## src/rtl/bus_arbiter4_if.sv

```systemverilog
// Request/grant/data bundle between four producers and the shared-bus arbiter.
// master: the producer side; slave: the arbiter.
interface bus_arbiter4_if #(
    parameter int size = 8
);
    logic [3:0]        req;
    logic [size*4-1:0] inputVal;
    logic [3:0]        grant;
    logic [1:0]        sel;
    logic [size-1:0]   y;
    logic              valid;

    modport master (
        output req, inputVal,
        input  grant, sel, y, valid
    );

    modport slave (
        input  req, inputVal,
        output grant, sel, y, valid
    );
endinterface

```

## src/rtl/bus_arbiter4.sv

```systemverilog
// Four-source round-robin arbiter with bounded tenure that drives the select of
// a registered 4:1 word mux feeding one shared destination.
//
// state | meaning
// IDLE  | no owner, grant = 0, waiting for any request
// BUSY  | sel owns the bus; hold counts cycles of the current tenure
module bus_arbiter4 #(
    parameter int size    = 8,
    parameter int MAXHOLD = 16
) (
    input  logic           clk,
    input  logic           rst,
    bus_arbiter4_if.slave  bus
);

    typedef enum logic {IDLE, BUSY} state_t;

    localparam logic [7:0] MAX_HOLD_C = 8'(MAXHOLD);

    state_t            state_q, state_d;
    logic [3:0]        grant_q, grant_d;
    logic [1:0]        sel_q, sel_d;
    logic [1:0]        last_q, last_d;
    logic [7:0]        hold_q, hold_d;
    logic [size-1:0]   y_q, y_d;
    logic              valid_q, valid_d;

    logic              win_found;
    logic [1:0]        win_idx;

    // Scan base+1, base+2, base+3, base; the nearest asserted request wins.
    function automatic logic [2:0] rr_pick(input logic [3:0] r, input logic [1:0] base);
        logic [2:0] res;
        logic [1:0] idx;
        res = 3'b000;
        for (int k = 4; k >= 1; k--) begin
            idx = base + 2'(k);
            if (r[idx]) res = {1'b1, idx};
        end
        return res;
    endfunction

    always_comb begin
        {win_found, win_idx} = rr_pick(bus.req, last_q);

        state_d = state_q;
        grant_d = grant_q;
        sel_d   = sel_q;
        last_d  = last_q;
        hold_d  = hold_q;

        case (state_q)
            IDLE: begin
                if (win_found) begin
                    grant_d = 4'b0001 << win_idx;
                    sel_d   = win_idx;
                    last_d  = win_idx;
                    hold_d  = 8'd1;
                    state_d = BUSY;
                end else begin
                    grant_d = 4'b0000;
                end
            end
            BUSY: begin
                if (bus.req[sel_q] && (hold_q < MAX_HOLD_C)) begin
                    hold_d = hold_q + 8'd1;
                end else if (win_found) begin
                    // Direct hand-over; a timed-out sole requester gets a fresh tenure.
                    grant_d = 4'b0001 << win_idx;
                    sel_d   = win_idx;
                    last_d  = win_idx;
                    hold_d  = 8'd1;
                end else begin
                    grant_d = 4'b0000;
                    hold_d  = 8'd0;
                    state_d = IDLE;
                end
            end
            default: begin
                grant_d = 4'b0000;
                hold_d  = 8'd0;
                state_d = IDLE;
            end
        endcase

        y_d     = bus.inputVal[int'(sel_q)*size +: size];
        valid_d = (grant_q != 4'b0000);
    end

    always_ff @(posedge clk or posedge rst) begin
        if (rst) begin
            state_q <= IDLE;
            grant_q <= 4'b0000;
            sel_q   <= 2'd0;
            last_q  <= 2'd3;
            hold_q  <= 8'd0;
            y_q     <= '0;
            valid_q <= 1'b0;
        end else begin
            state_q <= state_d;
            grant_q <= grant_d;
            sel_q   <= sel_d;
            last_q  <= last_d;
            hold_q  <= hold_d;
            y_q     <= y_d;
            valid_q <= valid_d;
        end
    end

    assign bus.grant = grant_q;
    assign bus.sel   = sel_q;
    assign bus.y     = y_q;
    assign bus.valid = valid_q;

endmodule

```

## src/flat_wrapper.sv

```systemverilog
// flat-port wrapper written by rule: the top's interface ports become plain ports
module bus_arbiter4_flat 
#(
    parameter int size    = 8,
    parameter int MAXHOLD = 16
)
  (clk, rst, bus_req, bus_inputVal, bus_grant, bus_sel, bus_y, bus_valid);
  bus_arbiter4_if #(.size(size)) bus_i ();
  input  logic clk;
  input  logic rst;
  input wire logic [$bits(bus_i.req)-1:0] bus_req;
  input wire logic [$bits(bus_i.inputVal)-1:0] bus_inputVal;
  output wire logic [$bits(bus_i.grant)-1:0] bus_grant;
  output wire logic [$bits(bus_i.sel)-1:0] bus_sel;
  output wire logic [$bits(bus_i.y)-1:0] bus_y;
  output wire logic [$bits(bus_i.valid)-1:0] bus_valid;
  assign bus_i.req = bus_req;
  assign bus_i.inputVal = bus_inputVal;
  assign bus_grant = bus_i.grant;
  assign bus_sel = bus_i.sel;
  assign bus_y = bus_i.y;
  assign bus_valid = bus_i.valid;
  bus_arbiter4 #(.size(size), .MAXHOLD(MAXHOLD)) u_core (.clk(clk), .rst(rst), .bus(bus_i));
endmodule
```

## config.mk

```make
export PLATFORM = sky130hd
export DESIGN_NAME = bus_arbiter4_flat
export DESIGN_NICKNAME = d
export VERILOG_FILES = /design/src/rtl/bus_arbiter4_if.sv /design/src/rtl/bus_arbiter4.sv /design/src/flat_wrapper.sv
export SDC_FILE = /design/constraint.sdc
export NUM_CORES = 1
export LEC_CHECK = 0
export BUFFER_PORTS_ARGS = -buffer_cell sky130_fd_sc_hd__buf_2
export CAP_MARGIN = 30
export CELL_PAD_IN_SITES_DETAIL_PLACEMENT = 0
export CELL_PAD_IN_SITES_GLOBAL_PLACEMENT = 1
export CORE_MARGIN = 2
export CORE_UTILIZATION = 37
export DETAILED_ROUTE_END_ITERATION = 10
export HOLD_SLACK_MARGIN = 0.15
export PLACE_DENSITY_LB_ADDON = 0.3
export SETUP_SLACK_MARGIN = 0.15
export SYNTH_ARGS = -nofsm -noshare
export SYNTH_HDL_FRONTEND = slang
export SYNTH_SLANG_ARGS = --single-unit
```

## constraint.sdc

```tcl
create_clock -name clk -period 2.5 [get_ports clk]
set_input_delay 0.25 -clock clk [delete_from_list [all_inputs] [get_ports clk]]
set_output_delay 0.25 -clock clk [all_outputs]
set_load 0.05 [all_outputs]
```

==> results by group, run 1 <==
CTS
  – Clock Tree Buf Depth: 2
  – CTS H-tree lvls: 1
  – Clk root buf: clkbuf_4
  – Num CTS Buffers: 3
  – CTS clk-pin slew, worst paths: 0.13 ns
  – CTS tree: built
  – Clock latency on the worst-skew pair: just over 0.3 ns
  – Clock sinks: 26
  – Setup repair bufs after CTS: 0

Timing
  – Slew Viols, Final: 0
  – Final setup vio count: 0
  – Final period util: approximately 78%
  – Worst-Margin Slew: 0.557 ns
  – Period minus WS final: 1.95 ns
  – RSZ-0062 raised after global routing: false
  – Sum Neg Setup Slack: 0 ns
  – Rel. slew slack: 62.9%
  – Clk_skew: 0.000832 ns
  – Fmax: 0.513 GHz
  – Endpoints failing hold: 0

Power and ir drop
  – Power Density: 1200 nW/um^2
  – Net Sw Power: 0.931 mW
  – Leak: 0.806 nW
  – Comb power frac: 55.6%
  – Int Pwr: around 1.1 mW
  – Sequential share of power: 34.1%
  – Clock network power share: 10.3%
  – VDD IR max: 0.000530 V
  – Sw Ratio: 46.5%

Setup path
  – Count of buffer and inverter cells on the critical path: 0
  – Worst Setup Path Type: flip-flop to flip-flop
  – Startpoint Class: flip-flop
  – Crit Path Max Fanout: 14
  – Worst path slowest cell: mux4_2
  – Flop2flop setup slack: 0.55 ns
  – R2R Path End: u_core.bus.sel[0]
  – Worst r2r src: u_core.bus.sel[0]
  – CP Data Required Time: 2.71 ns
  – Delay-heaviest family, CP: multiplexers
  – Reg2Reg Depth: 4
  – Max stage delay on crit path: 0.51 ns
  – Worst-path cell chain: mux4_2 > and3_1 > nor2_8 > mux2_2
  – Worst setup EP type: flip-flop
  – Crit path capture: u_core.bus.sel[0]
  – Crit path from: u_core.bus.sel[0]
  – Worst path depth: 4
  – Worst path arrival time: about 2.2 ns

Route
  – Final wirelength: 2780 um
  – Wire per inst: 14.0 um
  – Vias per cell: ~5
  – DRC: 0
  – Initial DRT Pass Iterations: 4
  – Post-route ant nets: 0
  – Via count: roughly 1000
  – Initial drt markers: 24

GRT
  – Antenna violations before repair: 0
  – Vias in the first global route: slightly above 900
  – Global-route wire length before repair: 4350 um
  – Grt ovf: 0
  – Pin count of the biggest net entering global routing: 15
  – Gr usage total: 13.8%

Synth
  – Synth Net Count: about 140
  – Distinct cells, synth: 33
  – Syn. warnings: 0
  – Asr flop ratio synth: 100%
  – Ys flop type: dfrtp_1
  – Mapped cell area: 1330 um^2
  – Yosys top cell by area: dfrtp_1
  – Synth top cells by count: dfrtp_1, nor2_1, mux4_1, o21ai_0, inv_1
  – Most common cell in the netlist: dfrtp_1
  – Seq cells post-synth: 26
  – Avg Inst Size Synth: 13.8 um^2
  – Dominant cells by area after synthesis: dfrtp_1, mux4_1, dfstp_2
  – Yosys top cell area share: 45.3%
  – Sequential-to-total area share from yosys stat: 49.3%
  – Number of synthesized flops with an enable pin: 0
  – Post-Syn Instances: 96

Final layout
  – Antenna Cells: 0
  – Multi-input gate area: between 600 and 700 um^2
  – Final Util: 49.4%
  – Fillers: roughly 300
  – Share of layout cells above drive strength 1: 44.7%
  – Final nets: 192
  – Layout area overhead: 26.3%
  – Register Area: 653 um^2

Floorplanning
  – Core area: 3390 um^2
  – I/O pin count: 53
  – Site Rows: 21
  – Die H: 63.8 um
  – Die span in x: between 60 and 70 um
  – Initial core utilization: 39.1%
  – Die ar.: 4080 um^2

Flow run
  – Total of max-cap violations: 0

Status
  – Status: complete, no violations

Placed design
  – I/O Buffers: between 50 and 60
  – Placer congestion estimate: 0.793
  – Post-DP HPWL: 2250 um

Hold path
  – Hold Crit Class: input pin to flip-flop
## final cells by class
cell class | count | area share [%]
Multi-Input combinational cell | 61 | 36.3
Timing Repair Buffer | 56 | 17.9
Sequential cell | 26 | 39.0
Inverter | 5 | 1.12
Tap cell | 46 | 3.44
Clock buffer | 4 | 2.17
## cell usage in the layout, fill, tap and decap left out
master          n
buf_2          52
dfrtp_1        24
nor2_1          9
mux4_1          8
o21ai_0         6
inv_1           5
and3_1          3
nand2_1         3
mux2i_1         3
clkbuf_4        3
nand2b_1        2
nand3_1         2
o31ai_1         2
a22o_2          2
o2111a_1        2
a31oi_1         2
a32o_1          2
mux2_2          2
buf_4           2
dfstp_2         2
nor4_1          1
mux4_2          1
and2b_1         1
o22ai_1         1
o21bai_1        1
nor2b_1         1
a21o_1          1
nor4_4          1
a21oi_1         1
xnor2_1         1
or4_1           1
nor2_8          1
ha_1            1
clkbuf_8        1
dlygate4sd3_1   1
buf_8           1
## cell families after synthesis
group                    Yosys count  share of synthesized area, %
multiplexers                      14                          21.5
AND/OR/NAND/NOR                   25                          11.7
AO/OA/AOI/OAI                     20                          11.0
XOR/XNOR                           1                         0.661
adder cells (fa/ha/maj)            1                         0.944
buffers and inverters              9                          4.82
flip-flops                        26                          49.3
## state kept, by name, indices dropped and copies added (netlist names)
signal	cells
u_core.bus.y	8
u_core.bus.valid	1
u_core.bus.grant	4
u_core.bus.sel	2
u_core.state_q	1
u_core.last_q	2
u_core.hold_q	8
## worst register-to-register path, stage by stage, from the launching register on
cell and delay [ns]:
dfrtp_1 0.40, mux4_2 0.51, and3_1 0.38, nor2_8 0.23, mux2_2 0.34
## per-stage QoR
| stage | power [mW] | instances | setup WS (ns) | instance area [um^2] | hold WS, ns |
|---|---|---|---|---|---|
| after floorplan | 1.61 | 96 | 0.266 | 1330 | 0.289 |
| after global placement | 1.79 | 192 | 0.592 | 1610 | 0.475 |
| after detailed placement | 1.82 | 193 | 0.557 | 1630 | 0.322 |
| after CTS | 2.03 | 198 | 0.546 | 1670 | 0.211 |
| after global routing | 2.12 | 198 | 0.451 | 1670 | 0.204 |
| final | 2.00 | 198 | 0.551 | 1670 | 0.231 |
## metal layers
metal  share of wire, %  up-vias  GRT usage (%)  wire (um)
li1                   -      482              -          -
met1                 43      474           18.8       1200
met2                 52       23           21.9       1460
met3                3.8        2           2.46        105
met4               0.76        0           5.71         21
met5                  0        -              0          0
## power by group through the flow
stage	Clock, mW	Combinational, mW	Sequential [mW]
after detailed placement	0	1.13	0.694
after global placement	0	1.11	0.688
final	0.206	1.11	0.684
after CTS	0.220	1.13	0.686
after global routing	0.234	1.18	0.707
after floorplan	0	0.529	1.08
## repair_timing
item                                    CTS  global route
hold buffers                              1             0
endpoints found under the setup margin    0             0
endpoints found under the hold margin    13             0
gates resized for setup                   0             0
## how the worst min path moves through the flow
stage / start / end / slack, ns / cells after the start
after floorplan: rst / u_core.bus.grant[0] / 0.29 / 1
after global placement: u_core.bus.grant[3] / u_core.bus.valid / 0.48 / 1
after detailed placement: rst / u_core.bus.y[4] / 0.32 / 2
after CTS: bus_inputVal[28] / u_core.bus.y[4] / 0.21 / 2
after global routing: bus_inputVal[28] / u_core.bus.y[4] / 0.20 / 2
final: bus_inputVal[28] / u_core.bus.y[4] / 0.23 / 2
(Power assumes the default switching activity.)
==> inputs of run 2 (changes only) <==
--- a/config.mk
+++ b/config.mk
@@ -5,12 +5,13 @@
 export SDC_FILE = /design/constraint.sdc
 export NUM_CORES = 1
 export LEC_CHECK = 0
+export ABC_AREA = 1
 export BUFFER_PORTS_ARGS = -buffer_cell sky130_fd_sc_hd__buf_2
 export CAP_MARGIN = 30
 export CELL_PAD_IN_SITES_DETAIL_PLACEMENT = 0
 export CELL_PAD_IN_SITES_GLOBAL_PLACEMENT = 1
 export CORE_MARGIN = 2
-export CORE_UTILIZATION = 37
+export CORE_UTILIZATION = 31
 export DETAILED_ROUTE_END_ITERATION = 10
 export HOLD_SLACK_MARGIN = 0.15
 export PLACE_DENSITY_LB_ADDON = 0.3
==> constraint.sdc (replaced) <==
create_clock -name clk -period 1.7 [get_ports clk]
set_input_delay 0.17 -clock clk [delete_from_list [all_inputs] [get_ports clk]]
set_output_delay 0.17 -clock clk [all_outputs]
set_load 0.05 [all_outputs]
==> run 2 against run 1 <==
Hold slack lost 0.078 ns. Clock-buffer cell count shrank 1. Setup slack lost 0.40 ns. Register-to-register slack lost 0.40 ns. Non-clock buffer count grew 10. Clock skew grew 0.0026 ns. Sequential cell count is the same. Wire length grew 31%. Clock power grew to 2.6 times the previous value. Critical path depth grew 8. Sequential share of layout area shrank 7.0 points. Area after synthesis grew 11%. Highest routed layer unchanged.
==> results by group, run 2 <==
Status
  – Status: complete, no violations

Synth
  – Synth Net Count: 223 (+65%)
  – Post-synthesis mux area share: 0% (-22 points)
  – Synth Area in Compound Gates: 16.0% (+4.9 points)
  – Seq cells post-synth: 26 (unchanged)
  – Syn. warnings: 0 (unchanged)
  – Yosys top cell by area: dfrtp_1
  – Post-Syn Instances: 184 (+92%)
  – Post-synthesis adder-cell area fraction: 0.849% (-0.095 points)
  – Avg Inst Size Synth: 8.01 um^2 (-42%)
  – Ys flop type: dfrtp_1
  – Synth top cells by count: nand2_1, dfrtp_1, nor2_1, o21ai_0, inv_1
  – Mapped cell area: 1470 um^2 (+11%)
  – Dominant cells by area after synthesis: dfrtp_1, nand2_1, nor2_1
  – Most common cell in the netlist: nand2_1
  – Post-synthesis simple-gate area fraction: 30.1% (+18 points)
  – Largest family of logic cells by synthesized area: simple AND/OR/NAND/NOR gates
  – Yosys top cell area share: 40.7% (-4.6 points)
  – Sequential-to-total area share from yosys stat: 44.3% (-5.0 points)
  – Xor-xnor portion of the synthesized cell area: 0.594% (-0.067 points)
  – Number of synthesized flops with an enable pin: 0 (unchanged)
  – Asr flop ratio synth: 100% (unchanged)
  – Distinct cells, synth: 31 (-6.1%)

Power and ir drop
  – Leak: 1.06 nW (+32%)
  – Power Density: 2090 nW/um^2 (+75%)
  – Total power: 4.27 mW (+110%)
  – VDD IR max: 0.000903 V (+70%)

Timing
  – Fmax: 0.647 GHz (+26%)
  – Min Hold Slack: 0.154 ns (-0.0776 ns)
  – Final period util: 91.0% (+13 points)
  – Sum Neg Setup Slack: 0 ns (unchanged)
  – RSZ-0062 raised after global routing: true
  – Rel. slew slack: 69.8% (+6.9 points)
  – Final setup vio count: 0 (unchanged)
  – Worst-Margin Slew: 0.452 ns (-0.104 ns)
  – Period minus WS final: 1.55 ns (-0.402 ns)
  – Worst setup margin: 0.154 ns (-0.398 ns)
  – Clk_skew: 0.00344 ns (+0.00261 ns)
  – Endpoints failing hold: 0 (unchanged)
  – Slew Viols, Final: 0 (unchanged)

Route
  – Post-route ant nets: 0 (unchanged)
  – Wire per inst: 12.0 um (-15%)
  – Final wirelength: 3630 um (+31%)
  – Vias per cell: 4.68 (-5.6%)
  – DRC: 0 (unchanged)
  – Initial DRT Pass Iterations: 4 (unchanged)
  – Initial drt markers: 38 (+58%)
  – Via count: 1417 (+44%)

Final layout
  – Layout area overhead: 38.4%
  – Final Util: 43.8% (-5.6 points)
  – Most frequent cells in the layout: buf_2, nand2_1, dfrtp_1
  – Share of layout cells above drive strength 1: 43.4% (-1.4 points)
  – Fin cells: 303 (+53%)
  – Post-route cell area: 2040 um^2 (+22%)
  – Final nets: 289 (+51%)
  – Commonest non-fill, non-tap cell in the layout: buf_2
  – Antenna Cells: 0 (unchanged)

Setup path
  – Worst Setup Path Type: flip-flop to flip-flop
  – Worst path arrival time: 1.72 ns (-0.44 ns)
  – Worst-path cell chain: buf_12 > nand2_1 > o21ai_4 > nand2_2 > nand2_2 > nand2_2 > nand2_1 > nand2_1 > nand2_2 > inv_2 > nand2_2 > nand2_1
  – Worst setup EP type: flip-flop
  – Max stage delay on crit path: 0.56 ns (+0.05 ns)
  – Startpoint Class: flip-flop
  – Crit Path Max Fanout: 5 (-9)
  – Cell mode on critical path: nand2_2
  – CP Data Required Time: 1.88 ns (-0.83 ns)
  – Worst r2r src: u_core.last_q[0]
  – Worst path slowest cell: dfstp_2
  – Crit path from: u_core.last_q[0]

CTS
  – Clock latency on the worst-skew pair: 0.27 ns (-0.04 ns)
  – Clock sinks: 26 (unchanged)
  – Clock Tree Buf Depth: 2 (unchanged)
  – CTS tree: built
  – Clk root buf: clkbuf_8
  – CTS H-tree lvls: 1 (unchanged)
  – CTS clk-pin slew, worst paths: 0.10 ns (-0.03 ns)
  – Num CTS Buffers: 3 (unchanged)

GRT
  – Vias in the first global route: 1428 (+56%)
  – Global-route wire length before repair: 6230 um (+43%)
  – Antenna violations before repair: 0 (unchanged)
  – Grt ovf: 0 (unchanged)
  – Gr usage total: 15.0% (+1.2 points)
  – Pin count of the biggest net entering global routing: 27 (+12)

Floorplanning
  – Site Rows: 25 (+19%)
  – Die span in x: 73.0 um (+14%)
  – Die H: 73.0 um (+14%)
  – Die ar.: 5320 um^2 (+31%)
  – Initial core utilization: 31.6% (-7.5 points)
  – I/O pin count: 53 (unchanged)
  – Core area: 4660 um^2 (+38%)

Placed design
  – I/O Buffers: 52 (unchanged)
  – Pre-CTS setup slack: 0.115 ns (-0.442 ns)
  – Post-DP HPWL: 2620 um (+17%)
  – Placer congestion estimate: 0.766 (-3.5%)
  – Post-DP Area: 1790 um^2 (+10%)
  – Post-Place Cells: 288 (+49%)

Hold path
  – Min-delay src: bus_inputVal[5]
  – Hold Crit Class: input pin to flip-flop

Flow run
  – Total of max-cap violations: 0 (unchanged)
-- run 2: cell count changes in the layout (fill, tap and decap cells not counted), sizes merged, moves of 8 or more --
cell	before	now
nand2	3	54
o21ai	6	24
inv	5	21
nor2	10	26
mux4	9	0
o22ai	1	9
-- run 2: what timing repair did --
item / CTS / global route
setup buffers: 4 / 2
pin swaps: 2 / 10
hold buffers: 5 / 0
hold endpoints to repair: 28 / 0
setup endpoints to repair: 8 / 9
gates resized for setup: 3 / 17
-- run 2: report_power, final --
group	leakage (nW)	total [mW]	switching [mW]	internal [mW]
Combinational	0.706	2.74	1.88	0.863
Sequential	0.319	0.997	0.123	0.874
Clock	0.0357	0.527	0.212	0.315
-- run 2: worst paths after layout --
| kind | slack, ns | to | depth (start not counted) |
|---|---|---|---|
| worst max-delay path | 0.15 | u_core.bus.grant[0] | 12 |
| worst min-delay path | 0.15 | u_core.bus.y[5] | 3 |
| worst max register to register | 0.15 | u_core.bus.grant[0] | 12 |
| worst min register to register | 0.50 | u_core.hold_q[7] | 2 |
| max in group asynchronous | 0.92 | u_core.last_q[1] | 4 |
| min in group asynchronous | 0.49 | u_core.bus.y[6] | 4 |
-- run 2: area by class of cell --
| type | count | area (um^2) |
|---|---|---|
| clock buffer | 3 | 41.3 |
| clock inverter | 1 | 30.0 |
| fill | 468 | 2620 |
| inverter | 21 | 93.8 |
| multi-input combinational | 132 | 766 |
| sequential | 26 | 653 |
| tap | 54 | 67.6 |
| timing repair buffer | 66 | 388 |
-- run 2: logic make-up after synthesis --
group           Yosys count
simple gates             90
xor+xnor                  1
compound gates           40
flops                    26
fa+ha+maj                 1
buf+inv                  26
-- run 2: critical path: cells and delay by family (launching register included) --
family / cells / cell delay [ns]
DFF: 1 / 0.56
AOI/OAI and AO/OA: 1 / 0.09
buffers and inverters: 2 / 0.18
and+or+nand+nor: 9 / 0.62
-- run 2: metal layers --
metal / part of all wire (%) / track usage (%) / up-vias / wire (um)
li1: - / - / 725 / -
met1: 46 / 18.7 / 642 / 1660
met2: 48 / 26.2 / 46 / 1730
met3: 5.5 / 2.62 / 4 / 201
met4: 1.2 / 4.94 / 0 / 42
met5: 0 / 0 / - / 0
